--- config.mk ---
export PLATFORM = sky130hd
export DESIGN_NAME = simon_pattern_sequencer_flat
export DESIGN_NICKNAME = d
export VERILOG_FILES = /design/src/rtl/simon_pattern_sequencer_if.sv /design/src/rtl/simon_pattern_sequencer.sv /design/src/flat_wrapper.sv
export SDC_FILE = /design/constraint.sdc
export NUM_CORES = 1
export LEC_CHECK = 0
export CAP_MARGIN = 20
export CORE_ASPECT_RATIO = 2
export CORE_MARGIN = 1.5
export CORE_UTILIZATION = 47
export DETAILED_ROUTE_END_ITERATION = 10
export MAX_ROUTING_LAYER = met4
export PLACE_DENSITY = 0.83
export SLEW_MARGIN = 20
export SYNTH_ARGS = -nofsm -noshare
export SYNTH_HDL_FRONTEND = slang
export SYNTH_SLANG_ARGS = --single-unit
--- constraint.sdc ---
create_clock -name clk -period 2.6 [get_ports clk]
set_input_delay 0.26 -clock clk [delete_from_list [all_inputs] [get_ports clk]]
set_output_delay 0.26 -clock clk [all_outputs]
set_load 0.05 [all_outputs]
--- src/rtl/simon_pattern_sequencer_if.sv ---
// Bus between the Simon game mode FSM, pattern memory, LED driver and the step sequencer.
// start_* and in_valid are single-cycle strobes with no ready: each is taken only when the sequencer is in a state that accepts it (IDLE, R_WAIT) and dropped otherwise.
interface simon_pattern_sequencer_if #(
  parameter int ADDR_W = 6,
  parameter int PAT_W  = 4
);
  logic              start_play;
  logic              start_repeat;
  logic [ADDR_W-1:0] count;
  logic [ADDR_W-1:0] mem_raddr;
  logic [PAT_W-1:0]  mem_rdata;
  logic              in_valid;
  logic [PAT_W-1:0]  in_pattern;
  logic [PAT_W-1:0]  leds;
  logic              busy;
  logic              play_done;
  logic              pass;
  logic              fail;
  logic [2:0]        state_dbg;

  modport slave (
    input  start_play, start_repeat, count, mem_rdata, in_valid, in_pattern,
    output mem_raddr, leds, busy, play_done, pass, fail, state_dbg
  );

  modport master (
    output start_play, start_repeat, count, mem_rdata, in_valid, in_pattern,
    input  mem_raddr, leds, busy, play_done, pass, fail, state_dbg
  );
endinterface

--- src/rtl/simon_pattern_sequencer.sv ---
// Simon pattern sequencer: timed playback of the stored pattern, or entry-by-entry checking of player input.
// Optional repeat-phase input timeout is enabled by defining SIMON_SEQ_TIMEOUT_EN.
module simon_pattern_sequencer #(
  parameter int ADDR_W         = 6,
  parameter int PAT_W          = 4,
  parameter int ON_CYCLES      = 3,
  parameter int GAP_CYCLES     = 2,
  parameter int TIMEOUT_CYCLES = 1000
) (
  input logic clk,
  input logic rst,
  simon_pattern_sequencer_if.slave bus
);
  localparam int TMAX_OG = (ON_CYCLES > GAP_CYCLES) ? ON_CYCLES : GAP_CYCLES;
  localparam int TMAX    = (TIMEOUT_CYCLES > TMAX_OG) ? TIMEOUT_CYCLES : TMAX_OG;
  localparam int TW      = $clog2(TMAX + 1);

  typedef enum logic [2:0] {
    S_IDLE, S_P_LOAD, S_P_ON, S_P_GAP, S_R_LOAD, S_R_WAIT, S_PASS, S_FAIL
  } state_e;

  state_e            state_q, state_d;
  logic [ADDR_W-1:0] idx_q, idx_d;
  logic [ADDR_W-1:0] cnt_q, cnt_d;
  logic [ADDR_W-1:0] raddr_q, raddr_d;
  logic [TW-1:0]     timer_q, timer_d;
  logic              play_done_q, play_done_d;
  logic              last_idx;

  assign last_idx = (idx_q == cnt_q - ADDR_W'(1));

  always_ff @(posedge clk or negedge rst) begin
    if (!rst) begin
      state_q     <= S_IDLE;
      idx_q       <= '0;
      cnt_q       <= '0;
      raddr_q     <= '0;
      timer_q     <= '0;
      play_done_q <= 1'b0;
    end else begin
      state_q     <= state_d;
      idx_q       <= idx_d;
      cnt_q       <= cnt_d;
      raddr_q     <= raddr_d;
      timer_q     <= timer_d;
      play_done_q <= play_done_d;
    end
  end

  always_comb begin
    state_d     = state_q;
    idx_d       = idx_q;
    cnt_d       = cnt_q;
    timer_d     = timer_q;
    play_done_d = 1'b0;
    case (state_q)
      S_IDLE: begin
        if (bus.start_play && bus.count != '0) begin
          cnt_d   = bus.count;
          idx_d   = '0;
          state_d = S_P_LOAD;
        end else if (bus.start_repeat && bus.count != '0) begin
          cnt_d   = bus.count;
          idx_d   = '0;
          state_d = S_R_LOAD;
        end
      end
      S_P_LOAD: begin
        timer_d = TW'(ON_CYCLES - 1);
        state_d = S_P_ON;
      end
      S_P_ON: begin
        if (timer_q == '0) begin
          timer_d = TW'(GAP_CYCLES - 1);
          state_d = S_P_GAP;
        end else begin
          timer_d = timer_q - TW'(1);
        end
      end
      S_P_GAP: begin
        if (timer_q != '0) begin
          timer_d = timer_q - TW'(1);
        end else if (last_idx) begin
          play_done_d = 1'b1;
          state_d     = S_IDLE;
        end else begin
          idx_d   = idx_q + ADDR_W'(1);
          state_d = S_P_LOAD;
        end
      end
      S_R_LOAD: begin
        // Memory data for idx is not valid until R_WAIT, so entries here are dropped.
        timer_d = '0;
        state_d = S_R_WAIT;
      end
      S_R_WAIT: begin
        if (bus.in_valid) begin
          if (bus.in_pattern != bus.mem_rdata) begin
            state_d = S_FAIL;
          end else if (last_idx) begin
            state_d = S_PASS;
          end else begin
            idx_d   = idx_q + ADDR_W'(1);
            state_d = S_R_LOAD;
          end
        end
`ifdef SIMON_SEQ_TIMEOUT_EN
        else if (timer_q == TW'(TIMEOUT_CYCLES - 1)) begin
          state_d = S_FAIL;
        end else begin
          timer_d = timer_q + TW'(1);
        end
`endif
      end
      S_PASS:  state_d = S_IDLE;
      S_FAIL:  state_d = S_FAIL;
      default: state_d = S_IDLE;
    endcase
    // The read address always tracks the index the next state will work on.
    raddr_d = idx_d;
  end

  always_comb begin
    bus.leds = '0;
    case (state_q)
      S_P_ON:   bus.leds = bus.mem_rdata;
      S_R_WAIT: bus.leds = bus.in_valid ? bus.in_pattern : '0;
      S_PASS:   bus.leds = '1;
      S_FAIL:   bus.leds = bus.mem_rdata;
      default:  bus.leds = '0;
    endcase
  end

  assign bus.mem_raddr = raddr_q;
  assign bus.busy      = (state_q != S_IDLE);
  assign bus.play_done = play_done_q;
  assign bus.pass      = (state_q == S_PASS);
  assign bus.fail      = (state_q == S_FAIL);
  assign bus.state_dbg = state_q;
endmodule

--- src/flat_wrapper.sv ---
// flat-port wrapper written by rule: the top's interface ports become plain ports
module simon_pattern_sequencer_flat 
#(
  parameter int ADDR_W         = 6,
  parameter int PAT_W          = 4,
  parameter int ON_CYCLES      = 3,
  parameter int GAP_CYCLES     = 2,
  parameter int TIMEOUT_CYCLES = 1000
)
  (clk, rst, bus_start_play, bus_start_repeat, bus_count, bus_mem_rdata, bus_in_valid, bus_in_pattern, bus_mem_raddr, bus_leds, bus_busy, bus_play_done, bus_pass, bus_fail, bus_state_dbg);
  simon_pattern_sequencer_if #(.ADDR_W(ADDR_W), .PAT_W(PAT_W)) bus_i ();
  input logic clk;
  input logic rst;
  input wire logic [$bits(bus_i.start_play)-1:0] bus_start_play;
  input wire logic [$bits(bus_i.start_repeat)-1:0] bus_start_repeat;
  input wire logic [$bits(bus_i.count)-1:0] bus_count;
  input wire logic [$bits(bus_i.mem_rdata)-1:0] bus_mem_rdata;
  input wire logic [$bits(bus_i.in_valid)-1:0] bus_in_valid;
  input wire logic [$bits(bus_i.in_pattern)-1:0] bus_in_pattern;
  output wire logic [$bits(bus_i.mem_raddr)-1:0] bus_mem_raddr;
  output wire logic [$bits(bus_i.leds)-1:0] bus_leds;
  output wire logic [$bits(bus_i.busy)-1:0] bus_busy;
  output wire logic [$bits(bus_i.play_done)-1:0] bus_play_done;
  output wire logic [$bits(bus_i.pass)-1:0] bus_pass;
  output wire logic [$bits(bus_i.fail)-1:0] bus_fail;
  output wire logic [$bits(bus_i.state_dbg)-1:0] bus_state_dbg;
  assign bus_i.start_play = bus_start_play;
  assign bus_i.start_repeat = bus_start_repeat;
  assign bus_i.count = bus_count;
  assign bus_i.mem_rdata = bus_mem_rdata;
  assign bus_i.in_valid = bus_in_valid;
  assign bus_i.in_pattern = bus_in_pattern;
  assign bus_mem_raddr = bus_i.mem_raddr;
  assign bus_leds = bus_i.leds;
  assign bus_busy = bus_i.busy;
  assign bus_play_done = bus_i.play_done;
  assign bus_pass = bus_i.pass;
  assign bus_fail = bus_i.fail;
  assign bus_state_dbg = bus_i.state_dbg;
  simon_pattern_sequencer #(.ADDR_W(ADDR_W), .PAT_W(PAT_W), .ON_CYCLES(ON_CYCLES), .GAP_CYCLES(GAP_CYCLES), .TIMEOUT_CYCLES(TIMEOUT_CYCLES)) u_core (.clk(clk), .rst(rst), .bus(bus_i));
endmodule
==> results of run 1 <==
kinds of logic after synthesis:
logic type,after synthesis,share of synthesized area
and+or+nand+nor,87,0.252
AOI/OAI and AO/OA,62,0.222
DFF,26,0.358
buffers and inverters,23,0.0476
xor gates and xnor gates,15,0.0724
adders and majority gates,7,0.0427
muxes,1,0.00551
through the flow:
| stage | hold WS [ns] | util |
|---|---|---|
| 5_1_grt | 0.401 | 0.633 |
| 6_report | 0.355 | 0.633 |
| 3_3_place_gp | 0.481 | 0.615 |
| 2_1_floorplan | -0.0356 | - |
| 3_5_place_dp | 0.484 | 0.615 |
| 4_1_cts | 0.363 | 0.630 |
sequential cells by signal, summed over array words and instances, names as in the netlist:
register / cells
u_core.timer_q: 10
u_core.bus.play_done: 1
u_core.idx_q: 6
u_core.bus.state_dbg: 3
u_core.cnt_q: 6
path summary, 6_finish.rpt:
kind | slack (ns) | end | cells past startpoint | from
max in group asynchronous | 1.99 | u_core.timer_q[7]$_DFFE_PN0P_ | 2 | rst
worst max-delay path | 0.14 | u_core.idx_q[3]$_DFFE_PN0P_ | 8 | u_core.timer_q[0]$_DFFE_PN0P_
worst min register to register | 0.50 | u_core.timer_q[7]$_DFFE_PN0P_ | 1 | u_core.timer_q[7]$_DFFE_PN0P_
worst max register to register | 0.14 | u_core.idx_q[3]$_DFFE_PN0P_ | 8 | u_core.timer_q[0]$_DFFE_PN0P_
worst min-delay path | 0.36 | u_core.idx_q[0]$_DFFE_PN0P_ | 2 | rst
min in group clk | 0.50 | u_core.timer_q[7]$_DFFE_PN0P_ | 1 | u_core.timer_q[7]$_DFFE_PN0P_
critical path: stages, from the launching register on:
cell and delay, ns:
dfrtp_1 0.44, inv_1 0.08, ha_2 0.19, or3b_4 0.42, nor4_4 0.18, nor2_2 0.08, a211o_4 0.38, or4_1 0.47
a21oi_1 0.16
Yosys cell counts, drive strengths merged (5+ instances only):
| cell type | number | area, um2 |
|---|---|---|
| a31oi | 6 | 37.5 |
| dfrtp | 26 | 651 |
| nor2 | 19 | 73.8 |
| o31ai | 5 | 37.5 |
| nand2 | 28 | 105 |
| inv | 11 | 41.3 |
| nor4 | 5 | 46.3 |
| xnor2 | 14 | 123 |
| a21oi | 16 | 80.1 |
| nor3 | 5 | 25.0 |
| clkbuf | 11 | 41.3 |
| or4 | 7 | 56.3 |
| o21ai | 14 | 70.1 |
| nand3 | 5 | 25.0 |
final cells by class:
cell class                      count  area [um2]  share of cell area
Inverter                           12        45.0              0.0195
Timing Repair Buffer               44         408               0.177
Multi-Input combinational cell    172        1090               0.472
Tap cell                           49        61.3              0.0266
Sequential cell                    26         651               0.282
Clock buffer                        4        55.1              0.0238
report_power, final:
| part | internal [mW] | total, mW | switching (mW) |
|---|---|---|---|
| clock | 0.135 | 0.261 | 0.126 |
| sequential | 0.558 | 0.798 | 0.241 |
| combinational | 0.590 | 1.42 | 0.830 |
| total | 1.28 | 2.48 | 1.20 |
routing by layer:
metal / up-vias / global-route usage / wire [um]
li1: 875 / - / -
met5: - / - / 0
met2: 52 / 0.457 / 2930
met4: 0 / 0.102 / 105
met1: 898 / 0.235 / 1790
met3: 10 / 0.0380 / 119
what timing repair did:
action	CTS	global route
resized for setup	0	3
setup buffers	0	0
setup endpoints to repair	0	5
endpoints found under the hold margin	0	0
==> results by group, run 1 <==
Cells and area
  • Commonest non-fill, non-tap cell in the layout: clkdlybuf4s50_1
  • Final Non-Filler Cells: 307
  • Non-Filler Cell Area, Final: 2310 um2
  • Most frequent cells in the layout: clkdlybuf4s50_1 (31), nand2_1 (28), dfrtp_1 (26)
  • Diodes inserted: 0
  • Final #Nets: ~280
  • Area grow syn2layout: 27.2%
  • # fillers: 345
  • Layout cells sized above 1: 0.0930

Synth
  • Netlist cell types: 44
  • YS warnings: 0
  • EDFF count, synth: 0
  • Synth Cell Area: 1820 um2
  • Sequential area share after synthesis: 0.358
  • Yosys reg bits: 26
  • Synth Flop Type: dfrtp_1
  • Synthesized netlist cell count: 221
  • Async set-reset flop share out of synthesis: 1.00
  • Mean post-synth cell area: approximately 8 um2
  • Syn nets: 243

CTS
  • Deepest clock path buffer count: 2
  • Worst-path clk slew: around 0.09 ns
  • Hold buffers post-CTS: 0
  • Sink Count: 26
  • CTS root buf: clkbuf_8
  • TritonCTS clock tree: done
  • H-tree Lvls: 1
  • Skew-Pair Late Insertion Delay: 0.27 ns
  • CTS Buf Count: 3

Timing
  • Max Clk Rate: 407 MHz
  • Slew Limit Fails: 0
  • Clock skew: 0.00241 ns
  • Ratio of final minimum period to clock period: 0.945
  • Final Hold Viols: 0
  • Setup TNS: 0 ns
  • RSZ-0062 raised after global routing: no
  • Final WS setup: 0.142 ns
  • Rel. slew slack: 0.659
  • Final setup vio count: 0
  • Final min period: 2.46 ns
  • Slew of the pin with the lowest slew margin: between 0.5 and 0.6 ns

Min path
  • Hold Path Class: in -> async

Route
  • Antenna Nets Post-Route: 0
  • Drt initial violations: 58
  • Vias per inst: 5.98
  • Remaining DRCs: 0
  • WL final: 4950 um
  • Via Count: 1835
  • Routed length per instance: 16.1 um
  • Pre-Repair DR Iteration Count: 4

Placement
  • Post-DP Area: 2240 um2
  • DP Wirelength: 3840 um
  • Cells after DPL: a little over 300
  • PortBufs: 35
  • GPL Wtd Cong: 0.941
  • Pre-CTS WS: 0.0610 ns

Setup path
  • Worst Setup Start Kind: flop
  • CP Data Arrival Time: approximately 2.7 ns
  • Nature of the critical path endpoint: flop
  • Critical Path RT: 2.79 ns
  • Crit path max fanout: 9
  • Kind of critical path: reg -> reg

Die
  • Chip width: 46.9 um
  • Core area: 3650 um2
  • FP Rows: 31
  • Full die area: 4270 um2
  • Initial core utilization: 0.498
  • I/O Pins: 36
  • Chip Height: 90.9 um

Global routing
  • Vias in the first global route: 1808
  • Grt ovf: 0
  • First-pass GRT wire length: roughly 7900 um
  • Largest net degree at the start of global routing: 27
  • Total GRT Usage: 0.250
  • Initial antenna violation count: 0

Power
  • Leakage: 0.940 nW
  • Final Power: 2.48 mW
  • IR drop worst, VDD: between 0.0006 and 0.0007 V
  • Power per Cell Area: 1070 nW/um2

Flow run
  • # Max-Cap Violations: 0

Status
  • Outcome: complete, no violations
(Power assumes the default switching activity.)
==> run 2, diff against run 1 <==
- PLACE_DENSITY: 0.83 -> not set
- PLACE_DENSITY_LB_ADDON: not set -> 0.3
==> results by group, run 2 (same netlist as run 1, synthesis figures left out) <==
Status
  • Outcome: complete, no violations

Setup path
  • Worst Setup Start Kind: flop
  • CP cell instances: inv_1 > ha_1 > or3b_4 > nor4_4 > nor2_2 > a211o_4 > or4_1 > a21oi_1
  • Crit-path leading delay family: simple AND/OR/NAND/NOR gates
  • Critical Path RT: 2.80 ns (about the same)
  • Nature of the critical path endpoint: flop
  • CP max-delay cell: or4_1
  • CP Data Arrival Time: 2.66 ns (about the same)
  • Crit path max fanout: 9 (unchanged)
  • Crit-path max cell delay: 0.49 ns (+0.02 ns)
  • Buf/Inv on CP: 1 (unchanged)
  • Setup crit start: u_core.timer_q[0]$_DFFE_PN0P_
  • Reg2reg start: u_core.timer_q[0]$_DFFE_PN0P_
  • Kind of critical path: reg -> reg

CTS
  • Deepest clock path buffer count: 2 (unchanged)
  • Worst-path clk slew: 0.09 ns (about the same)
  • Skew-Pair Late Insertion Delay: 0.27 ns (about the same)
  • CTS Buf Count: 3 (unchanged)
  • Hold buffers post-CTS: 0 (unchanged)
  • H-tree Lvls: 1 (unchanged)
  • Sink Count: 26 (unchanged)
  • TritonCTS clock tree: done
  • CTS root buf: clkbuf_8

Die
  • Chip Height: 90.9 um (unchanged)
  • FP Rows: 31 (unchanged)
  • Core area: 3650 um2 (unchanged)
  • Initial core utilization: 0.498 (unchanged)
  • I/O Pins: 36 (unchanged)
  • Chip width: 46.9 um (unchanged)
  • Full die area: 4270 um2 (unchanged)

Timing
  • Final setup vio count: 0 (unchanged)
  • Slew of the pin with the lowest slew margin: 0.511 ns (+0.00224 ns)
  • Ratio of final minimum period to clock period: 0.945 (about the same)
  • Final Hold Viols: 0 (unchanged)
  • Slew Limit Fails: 0 (unchanged)
  • Rel. slew slack: 0.658 (-0.00150)
  • Setup TNS: 0 ns (unchanged)
  • Clock skew: 0.00412 ns (+0.00172 ns)
  • Max Clk Rate: 407 MHz (about the same)
  • Final min period: 2.46 ns (-0.000141 ns)

Cells and area
  • Final Non-Filler Cells: 311 (+1.3%)
  • # fillers: 340 (-1.4%)
  • Most frequent cells in the layout: clkdlybuf4s50_1 (31), nand2_1 (28), dfrtp_1 (26)
  • Commonest non-fill, non-tap cell in the layout: clkdlybuf4s50_1
  • Diodes inserted: 0 (unchanged)
  • Biggest regs: u_core.timer_q (10), u_core.cnt_q (6), u_core.idx_q (6)
  • Layout cells sized above 1: 0.103 (+0.0100)
  • Final #Nets: 285 (+1.4%)
  • Area grow syn2layout: 29.6%
  • Largest register FFs: 10 (unchanged)
  • Reg with most FFs: u_core.timer_q

Route
  • Pre-Repair DR Iteration Count: 4 (unchanged)
  • Via Count: 1826 (-0.49%)
  • WL final: 4930 um (-0.38%)
  • Routed length per instance: 15.9 um (-1.7%)
  • Antenna Nets Post-Route: 0 (unchanged)
  • Drt initial violations: 37 (-36%)
  • Vias per inst: 5.87 (-1.8%)
  • Remaining DRCs: 0 (unchanged)

Power
  • IR drop worst, VDD: 0.000748 V (+18%)
  • Leakage: 0.972 nW (+3.4%)
  • Final Power: 2.57 mW (+3.8%)
  • Power per Cell Area: 1090 nW/um2 (+1.9%)

Global routing
  • Total GRT Usage: 0.260 (+0.00992)
  • First-pass GRT wire length: 8310 um (+5.1%)
  • Initial antenna violation count: 0 (unchanged)
  • Largest net degree at the start of global routing: 27 (unchanged)
  • Grt ovf: 0 (unchanged)
  • Vias in the first global route: 1866 (+3.2%)

Placement
  • GPL Wtd Cong: 1.02 (+8.3%)
  • Cells after DPL: 306 (+0.99%)
  • DP Wirelength: 3740 um (-2.6%)
  • PortBufs: 35 (unchanged)

Min path
  • Hold Path Class: in -> async

Flow run
  • # Max-Cap Violations: 0 (unchanged)
run 2: cell types whose count changed in the layout (fill, tap and decap cells not counted):
cell and delta:
clkbuf_8 -1, bufinv_16 +1, nor3_1 +1, nor4b_2 +1
buf_4 +4, nor3_2 -1, ha_2 -1, nor4b_1 -1
ha_1 +1
run 2: area by class of cell:
type	count	area, um2	area share
clock buffers	3	41.3	0.0175
clock inverters	1	30.0	0.0128
inverters	12	45.0	0.0191
multi-input cells	172	1090	0.462
flip-flops and latches	26	651	0.276
well taps	49	61.3	0.0260
repair buffers	48	438	0.186
run 2: repair_timing:
item	in CTS	in global routing
gates resized for setup	0	2
setup buffers	0	1
setup endpoints to repair	0	4
run 2: power breakdown:
part / switching, mW / internal, mW / total, mW / leakage (nW)
clock network: 0.134 / 0.206 / 0.340 / 0.0357
logic: 0.839 / 0.608 / 1.45 / 0.621
registers: 0.230 / 0.558 / 0.788 / 0.316
run 2: routing by layer:
metal,global-route usage,vias to the layer above,share of wire
li1,-,879,-
met3,0.0260,12,0.035
met2,0.458,54,0.58
met4,0.0949,0,0.023
met5,-,-,0
met1,0.278,881,0.36
run 2: worst register-to-register path, stage by stage (launching register included):
cell     delay, ns
dfrtp_1       0.43
inv_1         0.07
ha_1          0.19
or3b_4        0.43
nor4_4        0.19
nor2_2        0.07
a211o_4       0.37
or4_1         0.49
a21oi_1       0.15
run 2: metrics by stage:
stage          utilization  setup WS (ns)  hold WS (ns)  area (um2)
4_1_cts              0.641         0.0395         0.368        2340
3_5_place_dp         0.621         0.0710         0.492        2270
5_1_grt              0.646       -0.00868         0.405        2350
6_report             0.646          0.142         0.350        2350
3_3_place_gp         0.621          0.141         0.479        2270
2_1_floorplan            -         0.0267       -0.0356        1820
run 2: path summary, 6_finish.rpt:
path / to / slack, ns / cells past startpoint
min reg2reg: u_core.timer_q[7]$_DFFE_PN0P_ / 0.51 / 1
min in group clk: u_core.timer_q[7]$_DFFE_PN0P_ / 0.51 / 1
min: u_core.idx_q[1]$_DFFE_PN0P_ / 0.35 / 2
max in group asynchronous: u_core.timer_q[2]$_DFFE_PN0P_ / 1.98 / 2
max reg2reg: u_core.idx_q[3]$_DFFE_PN0P_ / 0.14 / 8
max: u_core.idx_q[3]$_DFFE_PN0P_ / 0.14 / 8
